$ cat src/rtl/ps2_pkg.sv
// Shared PS/2 constants: prefix bytes, frame stage numbers, prefix-FSM encoding.
package ps2_pkg;

    localparam logic [7:0] PS2_PREFIX_EXT = 8'hE0;
    localparam logic [7:0] PS2_PREFIX_BRK = 8'hF0;

    localparam logic [3:0] START     = 4'd0;
    localparam logic [3:0] DATA_LAST = 4'd8;
    localparam logic [3:0] PARITY    = 4'd9;
    localparam logic [3:0] STOP      = 4'd10;

    typedef enum logic [1:0] {
        PFX_IDLE = 2'd0,
        PFX_E0   = 2'd1,
        PFX_F0   = 2'd2,
        PFX_E0F0 = 2'd3
    } pfx_state_t;

    function automatic logic [7:0] bit_rev8(input logic [7:0] v);
        logic [7:0] r;
        for (int i = 0; i < 8; i++) r[i] = v[7-i];
        return r;
    endfunction

endpackage

$ cat src/rtl/ps2_sync_edge.sv
// Synchronises the PS/2 clock and data lines and flags each falling clock edge.
module ps2_sync_edge #(
    parameter int SYNC_STAGES = 2
) (
    input  logic clk,
    input  logic sclr,
    input  logic ps2_clk,
    input  logic ps2_dat,
    output logic fall,
    output logic dat_sync
);

    logic [SYNC_STAGES-1:0] clk_sr;
    logic [SYNC_STAGES-1:0] dat_sr;
    logic                   clk_prev;

    // Lines idle high, so reset to 1 to avoid a false edge after reset.
    always_ff @(posedge clk) begin
        if (sclr) begin
            clk_sr   <= '1;
            dat_sr   <= '1;
            clk_prev <= 1'b1;
        end else begin
            clk_sr   <= {clk_sr[SYNC_STAGES-2:0], ps2_clk};
            dat_sr   <= {dat_sr[SYNC_STAGES-2:0], ps2_dat};
            clk_prev <= clk_sr[SYNC_STAGES-1];
        end
    end

    assign fall     = clk_prev & ~clk_sr[SYNC_STAGES-1];
    assign dat_sync = dat_sr[SYNC_STAGES-1];

endmodule

$ cat src/rtl/ps2_key_ctrl.sv
// PS/2 receiver sequencer: sampling enable, frame shadow with timeout recovery,
// and E0/F0 prefix folding into key events on a valid/ready interface.
//
// state    | meaning
// PFX_IDLE | no prefix pending
// PFX_E0   | E0 seen, next byte is an extended code (or F0)
// PFX_F0   | F0 seen, next byte is a release code
// PFX_E0F0 | E0 F0 seen, next byte is an extended release code
module ps2_key_ctrl
    import ps2_pkg::*;
#(
    parameter int SYNC_STAGES    = 2,
    parameter int TIMEOUT_CYCLES = 50000,
    parameter int TO_W           = $clog2(TIMEOUT_CYCLES + 1)
) (
    input  logic       clk,
    input  logic       i_sclr,
    input  logic       i_ps2_clk,
    input  logic       i_ps2_dat,
    output logic       o_rx_en,
    output logic       o_rx_dat,
    output logic       o_rx_sclr,
    input  logic [7:0] i_rx_data,
    output logic       o_key_valid,
    input  logic       i_key_ready,
    output logic [7:0] o_key_code,
    output logic       o_key_ext,
    output logic       o_key_brk,
    output logic       o_ferr,
    output logic       o_ovf
);

    localparam logic [TO_W-1:0] TO_LOAD = TO_W'(TIMEOUT_CYCLES);

    logic [3:0]      cnt;
    logic            par;
    logic            byte_rdy;
    logic [TO_W-1:0] to_cnt;
    logic            to_pulse;
    logic            frame_err;

    pfx_state_t      state, state_nx;
    logic            emit, ev_ext, ev_brk;
    logic [7:0]      rx_byte;

    ps2_sync_edge #(.SYNC_STAGES(SYNC_STAGES)) u_sync (
        .clk      (clk),
        .sclr     (i_sclr),
        .ps2_clk  (i_ps2_clk),
        .ps2_dat  (i_ps2_dat),
        .fall     (o_rx_en),
        .dat_sync (o_rx_dat)
    );

    // Down-counter reloaded on every sample; terminal count inside a frame means a hung frame.
    assign to_pulse  = (cnt != START) && (to_cnt == '0);
    assign frame_err = o_rx_en && (((cnt == PARITY) && (o_rx_dat != par)) ||
                                   ((cnt == STOP) && !o_rx_dat));
    assign o_rx_sclr = i_sclr | to_pulse;

    always_ff @(posedge clk) begin
        if (i_sclr) begin
            cnt      <= START;
            par      <= 1'b0;
            byte_rdy <= 1'b0;
            to_cnt   <= TO_LOAD;
            o_ferr   <= 1'b0;
        end else begin
            byte_rdy <= 1'b0;
            if (frame_err || to_pulse) o_ferr <= 1'b1;

            if (to_pulse) begin
                cnt <= START;
            end else if (o_rx_en) begin
                case (cnt)
                    START: begin
                        if (!o_rx_dat) begin
                            cnt <= 4'd1;
                            par <= 1'b1;
                        end
                    end
                    PARITY: cnt <= (o_rx_dat == par) ? STOP : START;
                    STOP: begin
                        cnt      <= START;
                        byte_rdy <= o_rx_dat;
                    end
                    default: begin
                        if (cnt <= DATA_LAST) begin
                            par <= par ^ o_rx_dat;
                            cnt <= cnt + 4'd1;
                        end else begin
                            cnt <= START;
                        end
                    end
                endcase
            end

            if ((cnt == START) || o_rx_en || to_pulse) to_cnt <= TO_LOAD;
            else                                        to_cnt <= to_cnt - TO_W'(1);
        end
    end

    assign rx_byte = bit_rev8(i_rx_data);

    always_comb begin
        state_nx = state;
        emit     = 1'b0;
        ev_ext   = 1'b0;
        ev_brk   = 1'b0;
        if (frame_err || to_pulse) begin
            state_nx = PFX_IDLE;
        end else if (byte_rdy) begin
            case (state)
                PFX_IDLE: begin
                    if (rx_byte == PS2_PREFIX_EXT)      state_nx = PFX_E0;
                    else if (rx_byte == PS2_PREFIX_BRK) state_nx = PFX_F0;
                    else                                emit     = 1'b1;
                end
                PFX_E0: begin
                    if (rx_byte == PS2_PREFIX_BRK) begin
                        state_nx = PFX_E0F0;
                    end else if (rx_byte != PS2_PREFIX_EXT) begin
                        emit     = 1'b1;
                        ev_ext   = 1'b1;
                        state_nx = PFX_IDLE;
                    end
                end
                PFX_F0: begin
                    emit     = 1'b1;
                    ev_brk   = 1'b1;
                    state_nx = PFX_IDLE;
                end
                PFX_E0F0: begin
                    emit     = 1'b1;
                    ev_ext   = 1'b1;
                    ev_brk   = 1'b1;
                    state_nx = PFX_IDLE;
                end
                default: state_nx = PFX_IDLE;
            endcase
        end
    end

    always_ff @(posedge clk) begin
        if (i_sclr) begin
            state       <= PFX_IDLE;
            o_key_valid <= 1'b0;
            o_key_code  <= 8'h00;
            o_key_ext   <= 1'b0;
            o_key_brk   <= 1'b0;
            o_ovf       <= 1'b0;
        end else begin
            state <= state_nx;
            if (emit && (!o_key_valid || i_key_ready)) begin
                o_key_valid <= 1'b1;
                o_key_code  <= rx_byte;
                o_key_ext   <= ev_ext;
                o_key_brk   <= ev_brk;
            end else begin
                if (emit) o_ovf <= 1'b1;
                if (o_key_valid && i_key_ready) o_key_valid <= 1'b0;
            end
        end
    end

endmodule

$ cat config.mk
export PLATFORM = sky130hd
export DESIGN_NAME = ps2_key_ctrl
export DESIGN_NICKNAME = d
export VERILOG_FILES = /design/src/rtl/ps2_pkg.sv /design/src/rtl/ps2_sync_edge.sv /design/src/rtl/ps2_key_ctrl.sv
export SDC_FILE = /design/constraint.sdc
export NUM_CORES = 1
export LEC_CHECK = 0
export CAP_MARGIN = 10
export CORE_MARGIN = 1
export CORE_UTILIZATION = 35
export CTS_BUF_LIST = sky130_fd_sc_hd__clkbuf_8
export CTS_CLUSTER_SIZE = 8
export DETAILED_ROUTE_END_ITERATION = 8
export PLACE_DENSITY = 0.55
export SLEW_MARGIN = 20
export SYNTH_ARGS = -nofsm -noshare
export SYNTH_HDL_FRONTEND = slang
export SYNTH_HIERARCHICAL = 1
export SYNTH_SLANG_ARGS = --single-unit
$ cat constraint.sdc
create_clock -name clk -period 5.9 [get_ports clk]
set_input_delay 0.59 -clock clk [delete_from_list [all_inputs] [get_ports clk]]
set_output_delay 0.59 -clock clk [all_outputs]
set_load 0.01 [all_outputs]
; Word level (Yosys, flattened, before mapping)
; Index checks and enable logic that the tools add are counted.
[totals]
input_bits = 13
reg_bits = 42
[op_classes]
addsub = 2
eq_ne = 13
muxes = 27
bitwise_logic = 9
n_reduce_logical = 29
order_cmp = 1
[op_table]
columns = cell, count
row1 = $eq 8x8->1 const B, 2
row2 = $logic_not 16->1, 1
row3 = $sub 16x1->16 const B, 1
row4 = $mux 1, 15
row5 = $mux 4, 3
row6 = $pmux 4 s3, 1
row7 = $reduce_or 2->1, 5
row8 = $eq 4x4->1 const B, 2
row9 = $mux 2, 4
row10 = $ne 8x8->1 const B, 1
row11 = $logic_and 1x1->1, 6
row12 = $ne 3x3->1 const B, 2
row13 = $not 1->1, 6
row14 = $pmux 2 s3, 1
row15 = $logic_or 1x1->1, 5
row16 = $reduce_and 5->1, 1
row17 = $add 4x1->4 const B, 1
row18 = $eq 2x2->1 const B, 2
row19 = $le 4x4->1 const B, 1
row20 = $logic_not 4->1, 1
row21 = $pmux 1 s2, 2
row22 = $reduce_and 2->1, 2
row23 = $reduce_bool 2->1, 2
row24 = $reduce_bool 4->1, 1
row25 = 12 further kinds, 13

; Logic depth before layout (Yosys ltp)
[logic_depth]
depth_word = 9
ltp_mapped = 8

; By module
; Netlist, hierarchy kept.
[modules_own_cells]
columns = mod, seq_area_each_um2, instances, cells_each, area_each_um2
row1 = ps2_key_ctrl, 740.7, 1, 194, 1714.1
row2 = ps2_sync_edge, 100.1, 1, 11, 137.6

; Worst setup path before layout
; Ideal clock, no wire load.
[synth_timing]
kind = in2reg
from = input i_rx_data[7]
to = register o_key_brk
path_slack_ps = 3684
t_required_ps = 5782
path_stages = 7
t_arrival_ps = 2097
path_cell_list = or4b_1 -> o41ai_1 -> nor2b_1 -> clkbuf_1 -> and2_1 -> buf_6 -> mux2i_1
[synth_via]
elab_chain_cells = 7
elab_cells_between_ends = 11
[synth_rtl]
columns = element, line_no
row1 = "start, declared", ps2_key_ctrl.sv:23  ; input logic [7:0] i_rx_data,
row2 = $ne 8x8->1 or $eq 8x8->1 (tied branches), "ps2_key_ctrl.sv:122, ps2_key_ctrl.sv:116, ps2_key_ctrl.sv:120"
row3 = "$mux 1, on equally long branches", "ps2_key_ctrl.sv:122, ps2_key_ctrl.sv:116"
row4 = "$mux 1, on equally long branches", "ps2_key_ctrl.sv:120, ps2_key_ctrl.sv:115"
row5 = $pmux 1 s3 (*), ps2_key_ctrl.sv:113  ; case (state)
row6 = $mux 1 (*), ps2_key_ctrl.sv:112  ; end else if (byte_rdy) begin
row7 = $mux 1 (*), ps2_key_ctrl.sv:110  ; if (frame_err || to_pulse) begin
row8 = $logic_and 1x1->1 (*), ps2_key_ctrl.sv:154  ; if (emit && (!o_key_valid || i_key_ready)) begin
row9 = "end signal, assigned", ps2_key_ctrl.sv:158  ; o_key_brk <= ev_brk;
row10 = "end, declared", ps2_key_ctrl.sv:28  ; output logic o_key_brk,
; Mark *: on every way between the ends. The rest lies on a longest branch, timed or not.
; A chain may end at the register's enable or synchronous reset.

; Final worst setup path
[layout_timing]
from = register to_cnt[0]
to = output o_rx_sclr
[layout_via]
elab_chain_cells = 3
[layout_rtl]
columns = element, line_no
row1 = "start, declared", ps2_key_ctrl.sv:38  ; logic [TO_W-1:0] to_cnt;
row2 = "start signal, assigned", ps2_key_ctrl.sv:99  ; else to_cnt <= to_cnt - TO_W'(1);
row3 = $logic_not 16->1, ps2_key_ctrl.sv:56  ; assign to_pulse = (cnt != START) && (to_cnt == '0);
row4 = $logic_and 1x1->1, ps2_key_ctrl.sv:56
row5 = $or 1x1->1, ps2_key_ctrl.sv:59  ; assign o_rx_sclr = i_sclr | to_pulse;
row6 = "end, declared", ps2_key_ctrl.sv:22  ; output logic o_rx_sclr,
; No other way between the ends.

==> impl_metrics.env <==
export IMPL_startpoint_type="flop"
export IMPL_cts_inserted_buffers=5
export IMPL_hold_viol=0
export IMPL_fp_row_count=26
export IMPL_coreArea_mm2=0.00511
export IMPL_area_growth_pct=23.9
export IMPL_slew_viol_final=0
export IMPL_maxCapViolCount=0
export IMPL_slowest_delay_ns=0.61
export IMPL_netlist_area_mm2=0.00185
export IMPL_worst_path_max_fanout=9
export IMPL_final_cell_mix="dfxtp_1 (42), clkdlybuf4s50_1 (28), nor2_1 (22)"
export IMPL_synthesis_nets=223
export IMPL_r2r_start="cnt[0]"
export IMPL_finalWorstSetupSlack_ns=2.71
export IMPL_synthTopCellsByArea="dfxtp_1 (45%), nand2b_1 (5.4%), nor2_1 (4.5%), nand4b_1 (4.3%), xnor2_1 (4.3%)"
export IMPL_setup_tns_ns=0
export IMPL_dr_pass1_iters=4
export IMPL_timing_critical_path_from="to_cnt[0]"
export IMPL_overflow=0
export IMPL_grt_pass1_wl_um=6310
export IMPL_final_common_cell="dfxtp_1"
export IMPL_hp_class="flop to flop"
export IMPL_rsz0062_at_grt="false"
export IMPL_clk_pin_slew_ns=0.08
export IMPL_antenna_found_initial=0
export IMPL_max_freq_mhz=314
export IMPL_grt_start_max_net_pins=32
export IMPL_clk_latency_ns=0.29
export IMPL_drt_iter0_drc=74
export IMPL_layout_min_cycle_time_ns=3.19
export IMPL_vias_per_cell=4.89
export IMPL_root_buffer="clkbuf_8"
export IMPL_synth_seq_area_share_pct=45.4
export IMPL_cts_setup_buffers=0
export IMPL_drc=0
export IMPL_die_area_mm2=0.00559
export IMPL_cts_htree_levels=2
export IMPL_cts_max_path_buffers=2
export IMPL_cp_end_kind="output port"
export IMPL_ios=29
export IMPL_yosysTopAreaCellShare_pct=45.4
export IMPL_syn_area_per_cell_um2=9.03
export IMPL_ant_nets=0
export IMPL_synth_flop_cell="dfxtp_1"
export IMPL_power_density_mw_per_mm2=234
export IMPL_drive_gt1_share_pct=3.83
export IMPL_hpwl_um=2680
export IMPL_worstSetupPathType="flop to output port"
export IMPL_synth_seq_cells=42
export IMPL_port_buffers=28
export IMPL_dieWidth_um=74.7
export IMPL_setup_violations=0
export IMPL_first_global_vias=1387
export IMPL_finalCritPeriodShare_pct=54.0
export IMPL_worst_slew_pin_transition_ns=0.762
export IMPL_max_slew_margin_pct=49.1
export IMPL_detailedPlace_worstSlack_ns=2.77
export IMPL_synth_edf_count=0
export IMPL_drt_wirelength_per_cell_um=12.2
export IMPL_synth_yosys_warnings=6
export IMPL_start_util_pct=36.3
export IMPL_worstPathArrival_ns=2.60
export IMPL_syn_inst=205
export IMPL_required_ns=5.31
export IMPL_tritoncts="yes"
export IMPL_power_static_leakage_nw=0.776
export IMPL_num_nets_final=252
export IMPL_routed_wl_um=3720
export IMPL_peakVddDrop_mv=0.117
export IMPL_cts_sinks=42
export IMPL_ctsHoldBuffers=0
export IMPL_gp_congestion=0.790
export IMPL_cp_cell_sequence="inv_1 -> ha_1 -> nor3b_1 -> nand4_1 -> o21bai_2 -> clkdlybuf4s50_1"
export IMPL_diodes=0
export IMPL_grt_util_all_layers_pct=15.0
export IMPL_critPathSlowestCell="clkdlybuf4s50_1"
export IMPL_skew_ns=0.00589
export IMPL_ys_async_sr_fraction_pct=0
export IMPL_via_count=1490
export IMPL_status="complete, no violations"
export IMPL_ys_types=43
export IMPL_cts_resized=0
export IMPL_die_h_um=74.7
export IMPL_synth_top_area_cell="dfxtp_1"
export IMPL_hold_start="u_sync/dat_sr[0]"
==> critical path, delay by kind of cell (launching register included) <==
family | cells | cell delay (ns)
flip-flops | 1 | 0.34
buffers and inverters | 2 | 0.67
AND/OR/NAND/NOR | 2 | 0.72
adder cells (fa/ha/maj) | 1 | 0.19
AO/OA/AOI/OAI | 1 | 0.39
==> report_power, final <==
| part | internal (mW) | leakage, nW | switching, mW |
|---|---|---|---|
| clock | 0.123 | 0.0607 | 0.0969 |
| sequential | 0.286 | 0.340 | 0.00186 |
| combinational | 0.0160 | 0.375 | 0.0124 |
==> worst paths after layout <==
check	slack, ns	end	cells after the start
setup / recovery	2.71	o_rx_sclr	6
hold / removal	0.41	u_sync/dat_sr[1]	1
setup reg to reg	3.36	o_key_brk	7
hold reg to reg	0.41	u_sync/dat_sr[1]	1
==> logic make-up after synthesis <==
logic type	count (synthesis)	share of synthesized area, %
AND/OR/NAND/NOR	97	29.5
multiplexers	2	1.08
flip-flops	42	45.4
buffers and inverters	13	3.11
AO/OA/AOI/OAI	34	11.8
XOR/XNOR	12	5.68
adder cells (fa/ha/maj)	5	3.38
==> state kept, by name, summed over array words and instances (netlist names) <==
name / flops
o_key_code: 8
u_sync/clk_prev: 1
o_key_ext: 1
o_ferr: 1
par: 1
u_sync/dat_sr: 2
to_cnt: 16
o_ovf: 1
o_key_valid: 1
state: 2
u_sync/clk_sr: 2
byte_rdy: 1
o_key_brk: 1
cnt: 4
==> Yosys cell counts (all sizes together), types with 2 or more instances <==
library cell and instances:
clkbuf 4, xnor2 9, or4 2, dfxtp 42, nor3b 2, nand2b 16, nor3 7, nand3 4
ha 5, nand3b 2, buf 2, inv 7, o31ai 3, nor2b 5, nor4 3, nand4 2
o21bai 2, mux2i 2, or3 3, or2 6, nand2 11, a21oi 6, o21ai 13, nand4b 9
nor2 22, xor2 3
==> through the flow <==
stage          cells  hold slack (ns)  cell area, um^2  utilization [%]  power (mW)
6_report         305            0.410             2290             44.9       0.536
5_1_grt          305            0.431             2290             44.9       0.557
4_1_cts          305            0.413             2290             44.9       0.543
3_5_place_dp     297            0.396             2190             42.8       0.323
3_3_place_gp     297            0.386             2190             42.8       0.323
2_1_floorplan    205            0.383             1850                -       0.308
==> final cells by class <==
cell class,instances,area [um^2]
Clock buffer,5,68.8
Tap cell,70,87.6
Fill cell,516,2810
Inverter,7,26.3
Clock inverter,3,37.5
Sequential cell,42,841
Timing Repair Buffer,28,280
Multi-Input combinational cell,150,953
==> per-layer routing <==
metal	routed length, um	track usage [%]
met1	1920	20.4
met2	1630	22.8
met3	106	4.02
met4	63	5.66
met5	0	0
Power figures use the tool's default switching activity.
